--- src/rtl/rom_port_arbiter_pkg.sv ---
// rtl/rom_port_arbiter_pkg.sv - shared types and defaults for the boot ROM port arbiter
package rom_port_arbiter_pkg;

    typedef enum logic [1:0] {
        OWN_NONE = 2'd0,
        OWN_IF   = 2'd1,
        OWN_D    = 2'd2,
        OWN_DERR = 2'd3
    } owner_e;

    localparam logic [31:0] NOP_INSN       = 32'h0000_0013;
    localparam int          ADDR_W_DEF     = 3;
    localparam int          STARVE_MAX_DEF = 3;
    localparam int          CNT_W_DEF      = 16;

    function automatic logic is_misaligned(input logic [31:0] addr);
        return addr[1:0] != 2'b00;
    endfunction

endpackage

--- src/rtl/rom_port_arbiter_if.sv ---
// rtl/rom_port_arbiter_if.sv - fetch, data and memory signals between requesters, arbiter and ROM
interface rom_port_arbiter_if #(
    parameter int ADDR_W = 3
);
    logic              if_req;
    logic [31:0]       if_addr;
    logic              if_gnt;
    logic              if_rvalid;
    logic [31:0]       if_rdata;

    logic              d_req;
    logic [31:0]       d_addr;
    logic              d_gnt;
    logic              d_rvalid;
    logic [31:0]       d_rdata;
    logic              d_err;

    logic              mem_en;
    logic [ADDR_W-1:0] mem_addr;
    logic [31:0]       mem_rdata;

    modport slave (
        input  if_req, if_addr, d_req, d_addr, mem_rdata,
        output if_gnt, if_rvalid, if_rdata,
        output d_gnt, d_rvalid, d_rdata, d_err,
        output mem_en, mem_addr
    );

    modport master (
        output if_req, if_addr, d_req, d_addr, mem_rdata,
        input  if_gnt, if_rvalid, if_rdata,
        input  d_gnt, d_rvalid, d_rdata, d_err,
        input  mem_en, mem_addr
    );

endinterface

--- src/rtl/rom_arb_prio.sv ---
// rtl/rom_arb_prio.sv - data-priority grant decision with bounded fetch starvation
module rom_arb_prio
    import rom_port_arbiter_pkg::*;
#(
    parameter int STARVE_MAX = STARVE_MAX_DEF
) (
    input  logic clk,
    input  logic rst,
    input  logic if_req,
    input  logic d_req,
    output logic if_gnt,
    output logic d_gnt
);

    localparam int            SW   = (STARVE_MAX < 2) ? 1 : $clog2(STARVE_MAX + 1);
    localparam logic [SW-1:0] SMAX = SW'(STARVE_MAX);

    logic [SW-1:0] starve_cnt;
    logic          starved;

    assign starved = (starve_cnt == SMAX);

    always_comb begin
        if_gnt = if_req && (!d_req || starved);
        d_gnt  = d_req && !if_gnt;
    end

    // Counts only cycles where fetch asked and lost; any fetch win or idle fetch restarts it.
    always_ff @(posedge clk) begin
        if (rst) begin
            starve_cnt <= '0;
        end else if (!if_req || if_gnt) begin
            starve_cnt <= '0;
        end else if (!starved) begin
            starve_cnt <= starve_cnt + 1'b1;
        end
    end

endmodule

--- src/rtl/rom_port_arbiter.sv ---
// rtl/rom_port_arbiter.sv - shares one single-read-port ROM between fetch and data load
module rom_port_arbiter
    import rom_port_arbiter_pkg::*;
#(
    parameter int ADDR_W     = ADDR_W_DEF,
    parameter int STARVE_MAX = STARVE_MAX_DEF,
    parameter int CNT_W      = CNT_W_DEF
) (
    input  logic                 clk,
    input  logic                 rst,
    rom_port_arbiter_if.slave    bus,
    output logic [CNT_W-1:0]     conflict_cnt
);

    owner_e owner;
    owner_e owner_nxt;
    logic   live;
    logic   if_gnt;
    logic   d_gnt;
    logic   d_mis;
    logic   unused_addr_bits;

    assign live             = !rst;
    assign unused_addr_bits = ^{bus.if_addr[31:ADDR_W+2], bus.if_addr[1:0],
                                bus.d_addr[31:ADDR_W+2]};

    // Requests are masked during reset so nothing is granted whose response would be dropped.
    rom_arb_prio #(
        .STARVE_MAX (STARVE_MAX)
    ) u_prio (
        .clk    (clk),
        .rst    (rst),
        .if_req (bus.if_req & live),
        .d_req  (bus.d_req & live),
        .if_gnt (if_gnt),
        .d_gnt  (d_gnt)
    );

    always_comb begin
        d_mis        = is_misaligned(bus.d_addr);
        bus.if_gnt   = if_gnt;
        bus.d_gnt    = d_gnt;
        bus.mem_en   = if_gnt | (d_gnt & !d_mis);
        bus.mem_addr = if_gnt ? bus.if_addr[ADDR_W+1:2] : bus.d_addr[ADDR_W+1:2];
        owner_nxt    = OWN_NONE;
        if (if_gnt) begin
            owner_nxt = OWN_IF;
        end else if (d_gnt) begin
            owner_nxt = d_mis ? OWN_DERR : OWN_D;
        end
    end

    // Responses follow the owner of the previous cycle's grant; an in-flight read dies with reset.
    always_comb begin
        bus.if_rvalid = live && (owner == OWN_IF);
        bus.d_rvalid  = live && ((owner == OWN_D) || (owner == OWN_DERR));
        bus.d_err     = live && (owner == OWN_DERR);
        bus.if_rdata  = (live && (owner == OWN_IF)) ? bus.mem_rdata : 32'h0;
        bus.d_rdata   = (live && (owner == OWN_D))  ? bus.mem_rdata : 32'h0;
    end

    always_ff @(posedge clk) begin
        if (rst) begin
            owner <= OWN_NONE;
        end else begin
            owner <= owner_nxt;
        end
    end

    always_ff @(posedge clk) begin
        if (rst) begin
            conflict_cnt <= '0;
        end else if (bus.if_req && bus.d_req && (conflict_cnt != {CNT_W{1'b1}})) begin
            conflict_cnt <= conflict_cnt + 1'b1;
        end
    end

endmodule

--- src/flat_wrapper.sv ---
// flat-port wrapper written by rule: the top's interface ports become plain ports
module rom_port_arbiter_flat import rom_port_arbiter_pkg::*;
#(
    parameter int ADDR_W     = ADDR_W_DEF,
    parameter int STARVE_MAX = STARVE_MAX_DEF,
    parameter int CNT_W      = CNT_W_DEF
)
  (clk, rst, conflict_cnt, bus_if_req, bus_if_addr, bus_d_req, bus_d_addr, bus_mem_rdata, bus_if_gnt, bus_if_rvalid, bus_if_rdata, bus_d_gnt, bus_d_rvalid, bus_d_rdata, bus_d_err, bus_mem_en, bus_mem_addr);
  rom_port_arbiter_if #(.ADDR_W(ADDR_W)) bus_i ();
  input  logic clk;
  input  logic rst;
  output logic [CNT_W-1:0] conflict_cnt;
  input wire logic [$bits(bus_i.if_req)-1:0] bus_if_req;
  input wire logic [$bits(bus_i.if_addr)-1:0] bus_if_addr;
  input wire logic [$bits(bus_i.d_req)-1:0] bus_d_req;
  input wire logic [$bits(bus_i.d_addr)-1:0] bus_d_addr;
  input wire logic [$bits(bus_i.mem_rdata)-1:0] bus_mem_rdata;
  output wire logic [$bits(bus_i.if_gnt)-1:0] bus_if_gnt;
  output wire logic [$bits(bus_i.if_rvalid)-1:0] bus_if_rvalid;
  output wire logic [$bits(bus_i.if_rdata)-1:0] bus_if_rdata;
  output wire logic [$bits(bus_i.d_gnt)-1:0] bus_d_gnt;
  output wire logic [$bits(bus_i.d_rvalid)-1:0] bus_d_rvalid;
  output wire logic [$bits(bus_i.d_rdata)-1:0] bus_d_rdata;
  output wire logic [$bits(bus_i.d_err)-1:0] bus_d_err;
  output wire logic [$bits(bus_i.mem_en)-1:0] bus_mem_en;
  output wire logic [$bits(bus_i.mem_addr)-1:0] bus_mem_addr;
  assign bus_i.if_req = bus_if_req;
  assign bus_i.if_addr = bus_if_addr;
  assign bus_i.d_req = bus_d_req;
  assign bus_i.d_addr = bus_d_addr;
  assign bus_i.mem_rdata = bus_mem_rdata;
  assign bus_if_gnt = bus_i.if_gnt;
  assign bus_if_rvalid = bus_i.if_rvalid;
  assign bus_if_rdata = bus_i.if_rdata;
  assign bus_d_gnt = bus_i.d_gnt;
  assign bus_d_rvalid = bus_i.d_rvalid;
  assign bus_d_rdata = bus_i.d_rdata;
  assign bus_d_err = bus_i.d_err;
  assign bus_mem_en = bus_i.mem_en;
  assign bus_mem_addr = bus_i.mem_addr;
  rom_port_arbiter #(.ADDR_W(ADDR_W), .STARVE_MAX(STARVE_MAX), .CNT_W(CNT_W)) u_core (.clk(clk), .rst(rst), .bus(bus_i), .conflict_cnt(conflict_cnt));
endmodule
--- config.mk ---
export PLATFORM = sky130hd
export DESIGN_NAME = rom_port_arbiter_flat
export DESIGN_NICKNAME = d
export VERILOG_FILES = /design/src/rtl/rom_port_arbiter_pkg.sv /design/src/rtl/rom_port_arbiter_if.sv /design/src/rtl/rom_arb_prio.sv /design/src/rtl/rom_port_arbiter.sv /design/src/flat_wrapper.sv
export SDC_FILE = /design/constraint.sdc
export NUM_CORES = 1
export LEC_CHECK = 0
export ABC_AREA = 1
export CORE_MARGIN = 2
export CORE_UTILIZATION = 29
export DETAILED_ROUTE_END_ITERATION = 6
export PLACE_DENSITY = 0.87
export SETUP_SLACK_MARGIN = 0.1
export SYNTH_ARGS = -nofsm -noshare
export SYNTH_HDL_FRONTEND = slang
export SYNTH_SLANG_ARGS = --single-unit
--- constraint.sdc ---
create_clock -name clk -period 3.5 [get_ports clk]
set_input_delay 0.7 -clock clk [delete_from_list [all_inputs] [get_ports clk]]
set_output_delay 0.7 -clock clk [all_outputs]
set_load 0.01 [all_outputs]
# ---- Word level (Yosys, flattened, before mapping)
# Index checks and enable logic that the tools add are counted.
# Widths: inputs -> output; s select.
dict set report classes {
  n_addsub 2
  n_eq_ne 5
  muxes 6
  n_bitwise 5
  reduce_logical 19
}
# cell n
set ops {}
lappend ops {{$mux 32} 2}
lappend ops {{$add 16x1->16 const B} 1}
lappend ops {{$ne 16x16->1 const B} 1}
lappend ops {{$logic_and 1x1->1} 8}
lappend ops {{$eq 2x2->1 const B} 3}
lappend ops {{$logic_not 1->1} 5}
lappend ops {{$and 1x1->1} 3}
lappend ops {{$logic_or 1x1->1} 3}
lappend ops {{$mux 1} 3}
lappend ops {{$mux 3} 1}
lappend ops {{$reduce_or 3->1} 1}
lappend ops {{$add 2x1->2 const B} 1}
lappend ops {{$eq 2x1->1 const B} 1}
lappend ops {{$reduce_bool 2->1} 1}
lappend ops {{$reduce_or 2->1} 1}
lappend ops {{$not 1->1} 1}
lappend ops {{$or 1x1->1} 1}
dict set report totals {
  regBits 20
  in_bits 100
  out_inout_bits 89
  wordCells 41
}

# ---- Logic depth before layout (Yosys ltp)
dict set report logic_depth {
  depth_word 9
  mapped_depth 9
}

# ---- By module
# From an unflattened synthesis, not the netlist that was laid out.
dict set report hier_totals {
  cells_unflattened 301
  hier_area_um2 1605.3
}
# mod instances cells_per_inst area_each_um2
set by_module_without_submodules {}
lappend by_module_without_submodules {rom_port_arbiter 1 284 1497.7}
lappend by_module_without_submodules {rom_arb_prio 1 17 107.6}

# ---- Worst setup path before layout
# Ideal clock, no wire load.
dict set report synth_timing {
  path_type {input -> output}
  startpoint {input rst}
  endpoint {output bus_if_rdata[10]}
  t_arrival_ns 1.602
  t_required_ns 2.800
  slack_ns 1.198
  cell_stages 4
  path_buffers 1
  path_cell_list {nor3_1 > inv_1 > clkbuf_1 > nor2_1}
}
dict set report synth_via {
  elab_chain_len 3
}
# item line_no
set synth_lines {}
lappend synth_lines {{start, declared} flat_wrapper.sv:11} ;# input logic rst;
lappend synth_lines {{$logic_not 1->1} rom_port_arbiter.sv:23} ;# assign live = !rst;
lappend synth_lines {{$logic_and 1x1->1} rom_port_arbiter.sv:58} ;# bus.if_rdata = (live && (owner == OWN_IF)) ? bus.mem_rdata : 32'h0;
lappend synth_lines {{$mux 32} rom_port_arbiter.sv:58}
lappend synth_lines {{end, declared} flat_wrapper.sv:20} ;# output wire logic [$bits(bus_i.if_rdata)-1:0] bus_if_rdata;
# No other way between the ends.

# ---- Worst setup path in the final report
dict set report layout_timing {
  startpoint {input rst}
  endpoint {output bus_if_rdata[9]}
}
# Same word-level chain as after synthesis.

==> results.tsv <==
metric	value	unit
crit end category	output port	
clk_skew	0.00335	ns
FMAX	0.311	GHz
post-synthesis sequential area ratio	25.0	%
layout filler cell count	519	
largest family of logic cells by synthesized area	simple AND/OR/NAND/NOR gates	
Clock Pin Slew Worst Setup and Hold Paths	0.08	ns
area delta synth->final	91.5	%
CTS Buffer Depth	2	
port buffer count	132	
initial drt markers	53	
Detailed Place HPWL	4710	um
RSZ-0062 raised after global routing	no	
worst setup path class	in -> out	
Synth Flop Type	dfxtp_1	
leakage	1.39	nW
CTS tree	built	
final setup TNS	0	ns
adder-cell area share of the yosys netlist	1.56	%
Async S/R FF share, synth	0	%
DRT Pass-1 Iters	4	
Post-synth EDFFs	0	
DRC	0	
first-pass GRT wire length	9430	um
post-synthesis mux area share	0	%
Yosys Warn Count	0	
dpl cell area	2990	sq um
clock buffer count from CTS	3	
Peak supply drop	0.212	mV
Worst Tran Pin Value	0.483	ns
Cells after Synth	303	
Total Nets Final	535	
Final min period	3.21	ns
Clock Sinks	20	
Post-DRT Antenna Nets	0	
CTS H-Tree Depth	1	
Die X	78.3	um
Initial Util	29.6	%
period utilization	91.7	%
# IOs	189	
CP Max Fanout	26	
Skew-Pair Late Insertion Delay	0.26	ns
Worst setup SP type	primary input	
Vias/cell	4.42	
Synth Area in Compound Gates	4.07	%
DR vias	2234	
core area	5410	sq um
Routed WL per cell	11.4	um
wirelength, routed	5760	um
#FFs+latches synth	20	
status	finished clean	
Site Rows	27	
post-synthesis cell area	1600	sq um
Hold/Removal Path Class	reg -> reg	
register area	400	sq um
maxcap violations	0	
die height	78.3	um
routability cong.	0.797	
number of global-route vias before repair	2135	
slew margin rel.	67.7	%
Synth Area in XOR/XNOR	0	%
library cells used by synthesis	21	
simple-gate portion of the synthesized area	51.6	%
total gr overflow	0	
Power Dens Cells	213	nW/um^2
initial antenna violation count	1	
max-slew violations	0	
Multi-input gate area	916	sq um
largest net degree at the start of global routing	33	
Total Routing Usage GR	18.6	%
hold buffer count at CTS	0	
final std cell area, no fill	3060	sq um
Req. time, crit path	2.80	ns
Mapped Nets	405	
Design Power	652	uW
crit path DAT	2.51	ns
# setup viols final	0	
Root Driver	clkbuf_8	
Fin. Hold Viols	0	
ratio of cells with drive above 1 in the final layout	5.56	%
die area	6120	sq um
CTS-repair resized insts	0	
Synth Area per Inst	5.28	sq um
post-CTS setup buffer count	0	
synth_stat cells, types with 2 or more instances:
library cell / count / area (sq um)
nor2_2: 5 / 31.3
buf_6: 2 / 22.5
nand2_1: 61 / 229
ha_1: 2 / 25.0
inv_1: 56 / 210
inv_2: 3 / 11.3
nand2_2: 3 / 18.8
nand3_2: 4 / 40.0
a21oi_1: 12 / 60.1
clkbuf_1: 6 / 22.5
nand3_1: 15 / 75.1
dfxtp_1: 20 / 400
nor3_1: 2 / 10.0
nor2_1: 105 / 394
final cells by class:
type / instances / area share (%)
flip-flops and latches: 20 / 13.1
inverters: 60 / 7.36
multi-input cells: 213 / 29.9
repair buffers: 135 / 44.3
clock buffers: 3 / 1.35
diodes: 1 / 0.0817
clock inverters: 1 / 0.981
well taps: 72 / 2.94
logic make-up (layout without fill, tap and decap cells):
group / count (synthesis) / after routing
AND/OR/NAND/NOR: 198 / 198
flip-flops: 20 / 20
adder cells (fa/ha/maj): 2 / 2
other: 0 / 1
buffers and inverters: 70 / 199
AO/OA/AOI/OAI: 13 / 13
metrics by stage:
stage          worst slack, ns  util (%)  std cells  hold WS (ns)
2_1_floorplan             1.20         -        303         0.398
3_3_place_gp             0.341      55.3        500         0.407
3_5_place_dp             0.273      55.3        500         0.420
4_1_cts                  0.264      56.6        504         0.431
5_1_grt                  0.107      56.6        505         0.451
6_report                 0.289      56.6        505         0.427
critical path, stage by stage:
cell	delay, ns
clkdlybuf4s50_1	0.46
nor3_1	0.28
inv_1	0.20
buf_12	0.21
nor2_1	0.09
clkdlybuf4s50_1	0.57
per-layer routing:
layer	global-route usage, %	wire length [um]	vias to the layer above	share of wire [%]
met5	0	0	-	0
met4	8.07	193	0	3.4
met3	5.17	536	15	9.3
met2	36.0	3010	94	52
met1	18.1	2020	983	35
li1	-	-	1142	-
cells in the final DEF (no fill, tap or decap), drive strengths merged:
cell           instances
a21oi                 12
buf                    3
bufinv                 1
clkbuf                 3
clkdlybuf4s50        132
clkinv                 1
dfxtp                 20
diode                  1
ha                     2
inv                   59
nand2                 64
nand3                 19
nand4                  1
nor2                 111
nor3                   3
o21ai                  1
registers in the layout, indices dropped and copies added, names as in the netlist:
signal                    flops
u_core.owner                  2
u_core.u_prio.starve_cnt      2
u_core.conflict_cnt          16
report_power, final:
group | leakage (nW) | switching, mW | total, mW | internal [mW]
clock | 0.0357 | 0.0820 | 0.235 | 0.153
combinational | 1.19 | 0.0762 | 0.183 | 0.107
sequential | 0.162 | 0.00306 | 0.234 | 0.231
total | 1.39 | 0.161 | 0.652 | 0.491
path summary, 6_finish.rpt:
check / from / to / slack [ns] / depth (start not counted)
worst min-delay path: u_core.u_prio.starve_cnt[0] / u_core.u_prio.starve_cnt[0] / 0.43 / 1
worst max register to register: u_core.conflict_cnt[0] / u_core.conflict_cnt[10] / 1.85 / 6
worst max-delay path: rst / bus_if_rdata[9] / 0.29 / 6
worst min register to register: u_core.u_prio.starve_cnt[0] / u_core.u_prio.starve_cnt[0] / 0.43 / 1
Power figures use the tool's default switching activity.
==> RTL edit 1 (same settings) <==
Set the package constant `STARVE_MAX_DEF` to 5 (it was 3).
--- a/src/rtl/rom_port_arbiter_pkg.sv
+++ b/src/rtl/rom_port_arbiter_pkg.sv
@@ -10,7 +10,7 @@
 
     localparam logic [31:0] NOP_INSN       = 32'h0000_0013;
     localparam int          ADDR_W_DEF     = 3;
-    localparam int          STARVE_MAX_DEF = 3;
+    localparam int          STARVE_MAX_DEF = 5;
     localparam int          CNT_W_DEF      = 16;
 
     function automatic logic is_misaligned(input logic [31:0] addr);
Function: changed (a bounded check fails within 4 cycles, from zero or initial values and one cycle with rst high).
==> RTL edit 1 against the original RTL <==
Utilization down 0.082 points; global-route usage down 1.2 points; setup slack improved by 0.021 ns; clock power decreased by 31%; final area increased by 1.1%; power fell by 8.9%; sequential cell count grew 1; synthesized area is 2.5% higher; first-iteration DRC count up 30%; routed wire length rose by 0.30%; worst hold slack better by 0.045 ns; critical path depth up 4; register-to-register slack better by 0.09 ns.
==> RTL edit 1: results (changes against the original RTL) <==
| Metric | Value |
|---|---|
| Pleak | `1.38 nW (-1.0%)` |
| Rel. slew slack | `77.8% (+10 points)` |
| P_seq | `0.248 mW (+6%)` |
| CP arrival | `2.49 ns (-0.02 ns)` |
| Vias in the first global route | `1967 (-7.9%)` |
| Run status | `completed` |
| R2r worst-path depth | `8 (+2)` |
| Slowest stage delay, CP | `0.55 ns (-0.02 ns)` |
| Nets | `537 (+0.37%)` |
| Share of cells above drive strength 1 | `6.00% (+0.45 points)` |
| Sequential share of the synthesized area | `25.6% (+0.61 points)` |
| Distinct cells, synth | `26 (+24%)` |
| Gpl congestion | `0.925 (+16%)` |
| DR WL/cell | `11.4 um (+0.30%)` |
| Most frequent cells after synthesis | `nor2_1, nand2_1, inv_1` |
| Area contributors post-synth | `dfxtp_1, nor2_1, nand2_1` |
| CP Max Fanout | `7 (-73%)` |
| Predominant post-synthesis flop cell | `dfxtp_1` |
| Via/cell ratio | `4.36 (-1.4%)` |
| Clock group share of total power | `27.2% (-8.8 points)` |
| All-Layer GR Usage | `17.4% (-1.2 points)` |
| Post-synthesis cell count | `302 (-0.33%)` |
| Cell Area, Placed | `3050 um^2 (+2.0%)` |
| DRT iter0 DRCs | `69 (+30%)` |
| Fillers | `500 (-3.7%)` |
| Post-place setup slack | `0.255 ns (-0.0184 ns)` |
| Post-Place Cells | `501 (+0.20%)` |
| Min-delay worst type | `register to register` |
| Sw Pwr | `0.164 mW (+1.7%)` |
| Antenna diode count | `0 (-1)` |
| Worst IR Drop VDD | `0.121 mV (-43%)` |
| Area Overhead vs Synth | `88.9%` |
| Worst Skew | `0.00255 ns (-0.000801 ns)` |
| CORE AREA | `5470 um^2 (+1.3%)` |
| Total power draw | `0.595 mW (-8.9%)` |
| Setup bufs post-CTS | `0 (unchanged)` |
| Biggest regs | `u_core.conflict_cnt: 16 flops, u_core.u_prio.starve_cnt: 3 flops, u_core.owner: 2 flops` |
| Initial antenna violation count | `0 (-1)` |
| Global-route wire length before repair | `9.00 mm (-4.5%)` |
| DPL Wire Length | `4.78 mm (+1.5%)` |
| CP max stage cell | `clkdlybuf4s50_1` |
-- RTL edit 1: cell types whose count changed in the layout (fill, tap and decap cells not counted), moves of 2 or more --
cell	delta
o21ai_0	+3
nand2_1	-7
nand3_2	-2
inv_1	-4
nand3_1	-2
-- RTL edit 1: path summary, 6_finish.rpt --
path	start	to	slack, ns
worst max-delay path	rst	bus_mem_addr[0]	0.31
worst min-delay path	u_core.u_prio.starve_cnt[0]$_SDFFE_PP0P_	u_core.u_prio.starve_cnt[0]$_SDFFE_PP0P_	0.47
worst max register to register	u_core.conflict_cnt[0]$_SDFFE_PP0P_	u_core.conflict_cnt[10]$_SDFFE_PP0P_	1.94
worst min register to register	u_core.u_prio.starve_cnt[0]$_SDFFE_PP0P_	u_core.u_prio.starve_cnt[0]$_SDFFE_PP0P_	0.47
-- RTL edit 1: routing by layer --
metal | share of wire [%] | wire [um] | track usage [%] | vias to the layer above
li1 | - | - | - | 1156
met1 | 41 | 2380 | 20.9 | 965
met2 | 52 | 2980 | 31.8 | 75
met3 | 6.1 | 354 | 3.52 | 6
met4 | 0.99 | 57 | 3.62 | 0
met5 | 0 | 0 | 0 | -
-- RTL edit 1: cell type report --
class / count / area share [%]
Sequential cell: 21 / 13.6
Inverter: 56 / 6.79
Clock inverter: 1 / 0.162
Timing Repair Buffer: 135 / 43.8
Tap cell: 72 / 2.91
Multi-Input combinational cell: 217 / 31.4
Clock buffer: 3 / 1.33
-- RTL edit 1: logic make-up (layout without fill, tap and decap cells) --
logic type | after synthesis | count (layout) | synth area share, %
compound gates | 18 | 18 | 5.65
buf+inv | 64 | 195 | 15.2
flops | 21 | 21 | 25.6
fa+ha+maj | 3 | 3 | 2.29
xor+xnor | 1 | 1 | 0.534
simple gates | 195 | 195 | 50.7
==> RTL edit 2 (config.mk and constraints unchanged) <==
Made on the original files. Encoding of `owner_e`: now one-hot (4 bits for 4 values).
--- a/src/rtl/rom_port_arbiter_pkg.sv
+++ b/src/rtl/rom_port_arbiter_pkg.sv
@@ -1,11 +1,11 @@
 // rtl/rom_port_arbiter_pkg.sv - shared types and defaults for the boot ROM port arbiter
 package rom_port_arbiter_pkg;
 
-    typedef enum logic [1:0] {
-        OWN_NONE = 2'd0,
-        OWN_IF   = 2'd1,
-        OWN_D    = 2'd2,
-        OWN_DERR = 2'd3
+    typedef enum logic [3:0] {
+        OWN_NONE = 4'b0001,
+        OWN_IF   = 4'b0010,
+        OWN_D    = 4'b0100,
+        OWN_DERR = 4'b1000
     } owner_e;
 
     localparam logic [31:0] NOP_INSN       = 32'h0000_0013;
Check against the original RTL: same outputs for any inputs over 10 cycles, from zero or initial values and one cycle with rst high; not proved beyond that.
==> RTL edit 2 against the original RTL <==
Sequential share of layout area is 1.1 points higher; routed wire length shrank 1.0%; power grew 1.0%; sequential cell count up 2; setup slack improved by 0.12 ns; first-iteration DRC count rose by 13%; synthesized area grew 2.3%; final area rose by 1.3%; largest power group is now registers; highest routed layer unchanged.
==> RTL edit 2: results (changes against the original RTL) <==
| Metric | Value |
|---|---|
| Cell Area, Placed | `3030 um^2 (+1.5%)` |
| Fin cells | `503 (-0.40%)` |
| Pin count of the biggest net entering global routing | `34 (+3.0%)` |
| Switching share of power | `24.3% (-0.40 points)` |
| Combinational Power | `0.149 mW (-19%)` |
| Share of cells above drive strength 1 | `4.64% (-0.92 points)` |
| Distinct cells, synth | `23 (+9.5%)` |
| Rel. slew slack | `75.2% (+7.5 points)` |
| R2r worst-path depth | `10 (+4)` |
| Run status | `completed` |
| Post-place setup slack | `0.407 ns (+0.134 ns)` |
| Post-Synth Adder-Cell Area | `1.53% (-0.036 points)` |
| Most frequent cells after synthesis | `nor2_1, inv_1, nand2_1` |
| Pleak | `1.39 nW (about the same)` |
| DPL Wire Length | `4.53 mm (-3.9%)` |
| FF-to-FF End | `u_core.conflict_cnt[14]$_SDFFE_PP0P_` |
| Clk pwr | `0.241 mW (+3%)` |
| Worst Skew | `0.00323 ns (-0.000120 ns)` |
| Period utilization | `88.4% (-3.4 points)` |
| Gpl congestion | `0.829 (+3.9%)` |
| Crit path to | `bus_d_gnt` |
| Initial antenna violation count | `0 (-1)` |
| Post-synthesis xor/xnor area fraction | `1.61% (+1.6 points)` |
| Worst R2R Setup Slack | `1.89 ns (+0.04 ns)` |
| Syn Nets | `402 (-0.74%)` |
| DR vias | `2201 (-1.5%)` |
| Slowest stage delay, CP | `0.53 ns (-0.04 ns)` |
| Hold Startpoint | `u_core.u_prio.starve_cnt[0]$_SDFFE_PP0N_` |
| Worst IR Drop VDD | `0.221 mV (+4.4%)` |
| CP Max Fanout | `7 (-73%)` |
| Worst setup path startpoint | `bus_d_req` |
| Antenna diode count | `0 (-1)` |
| Compound-gate portion of the synthesized area | `6.65% (+2.6 points)` |
| Hold worst-path end | `u_core.u_prio.starve_cnt[0]$_SDFFE_PP0N_` |
| DRT iter0 DRCs | `60 (+13%)` |
| Sequential share of the synthesized area | `26.9% (+1.9 points)` |
| Vias in the first global route | `1973 (-7.6%)` |
| Fillers | `526 (+1.3%)` |
| Syn Area/Cell | `5.46 um^2 (+3.4%)` |
==> RTL edit 2: per-layer routing <==
layer | wire, um | global-route usage [%] | vias up
li1 | - | - | 1152
met1 | 2360 | 18.8 | 964
met5 | 0 | 0 | -
met4 | 127 | 7.41 | 0
met2 | 2930 | 32.6 | 72
met3 | 282 | 1.82 | 13
==> RTL edit 2: area by class of cell <==
type                            count  area, um^2  share of cell area [%]
Timing Repair Buffer              136        1350                    43.5
Multi-Input combinational cell    211         932                    30.0
Sequential cell                    22         440                    14.2
Inverter                           58         218                    7.02
Tap cell                           72        90.1                    2.90
Clock buffer                        3        41.3                    1.33
Clock inverter                      1        30.0                   0.968
==> RTL edit 2: per-stage QoR <==
| step | utilization, % | total power [mW] |
|---|---|---|
| 4_1_cts | 56.7 | 0.661 |
| 6_report | 56.7 | 0.659 |
| 2_1_floorplan | - | 0.330 |
| 5_1_grt | 56.7 | 0.689 |
| 3_5_place_dp | 55.4 | 0.423 |
| 3_3_place_gp | 55.4 | 0.419 |
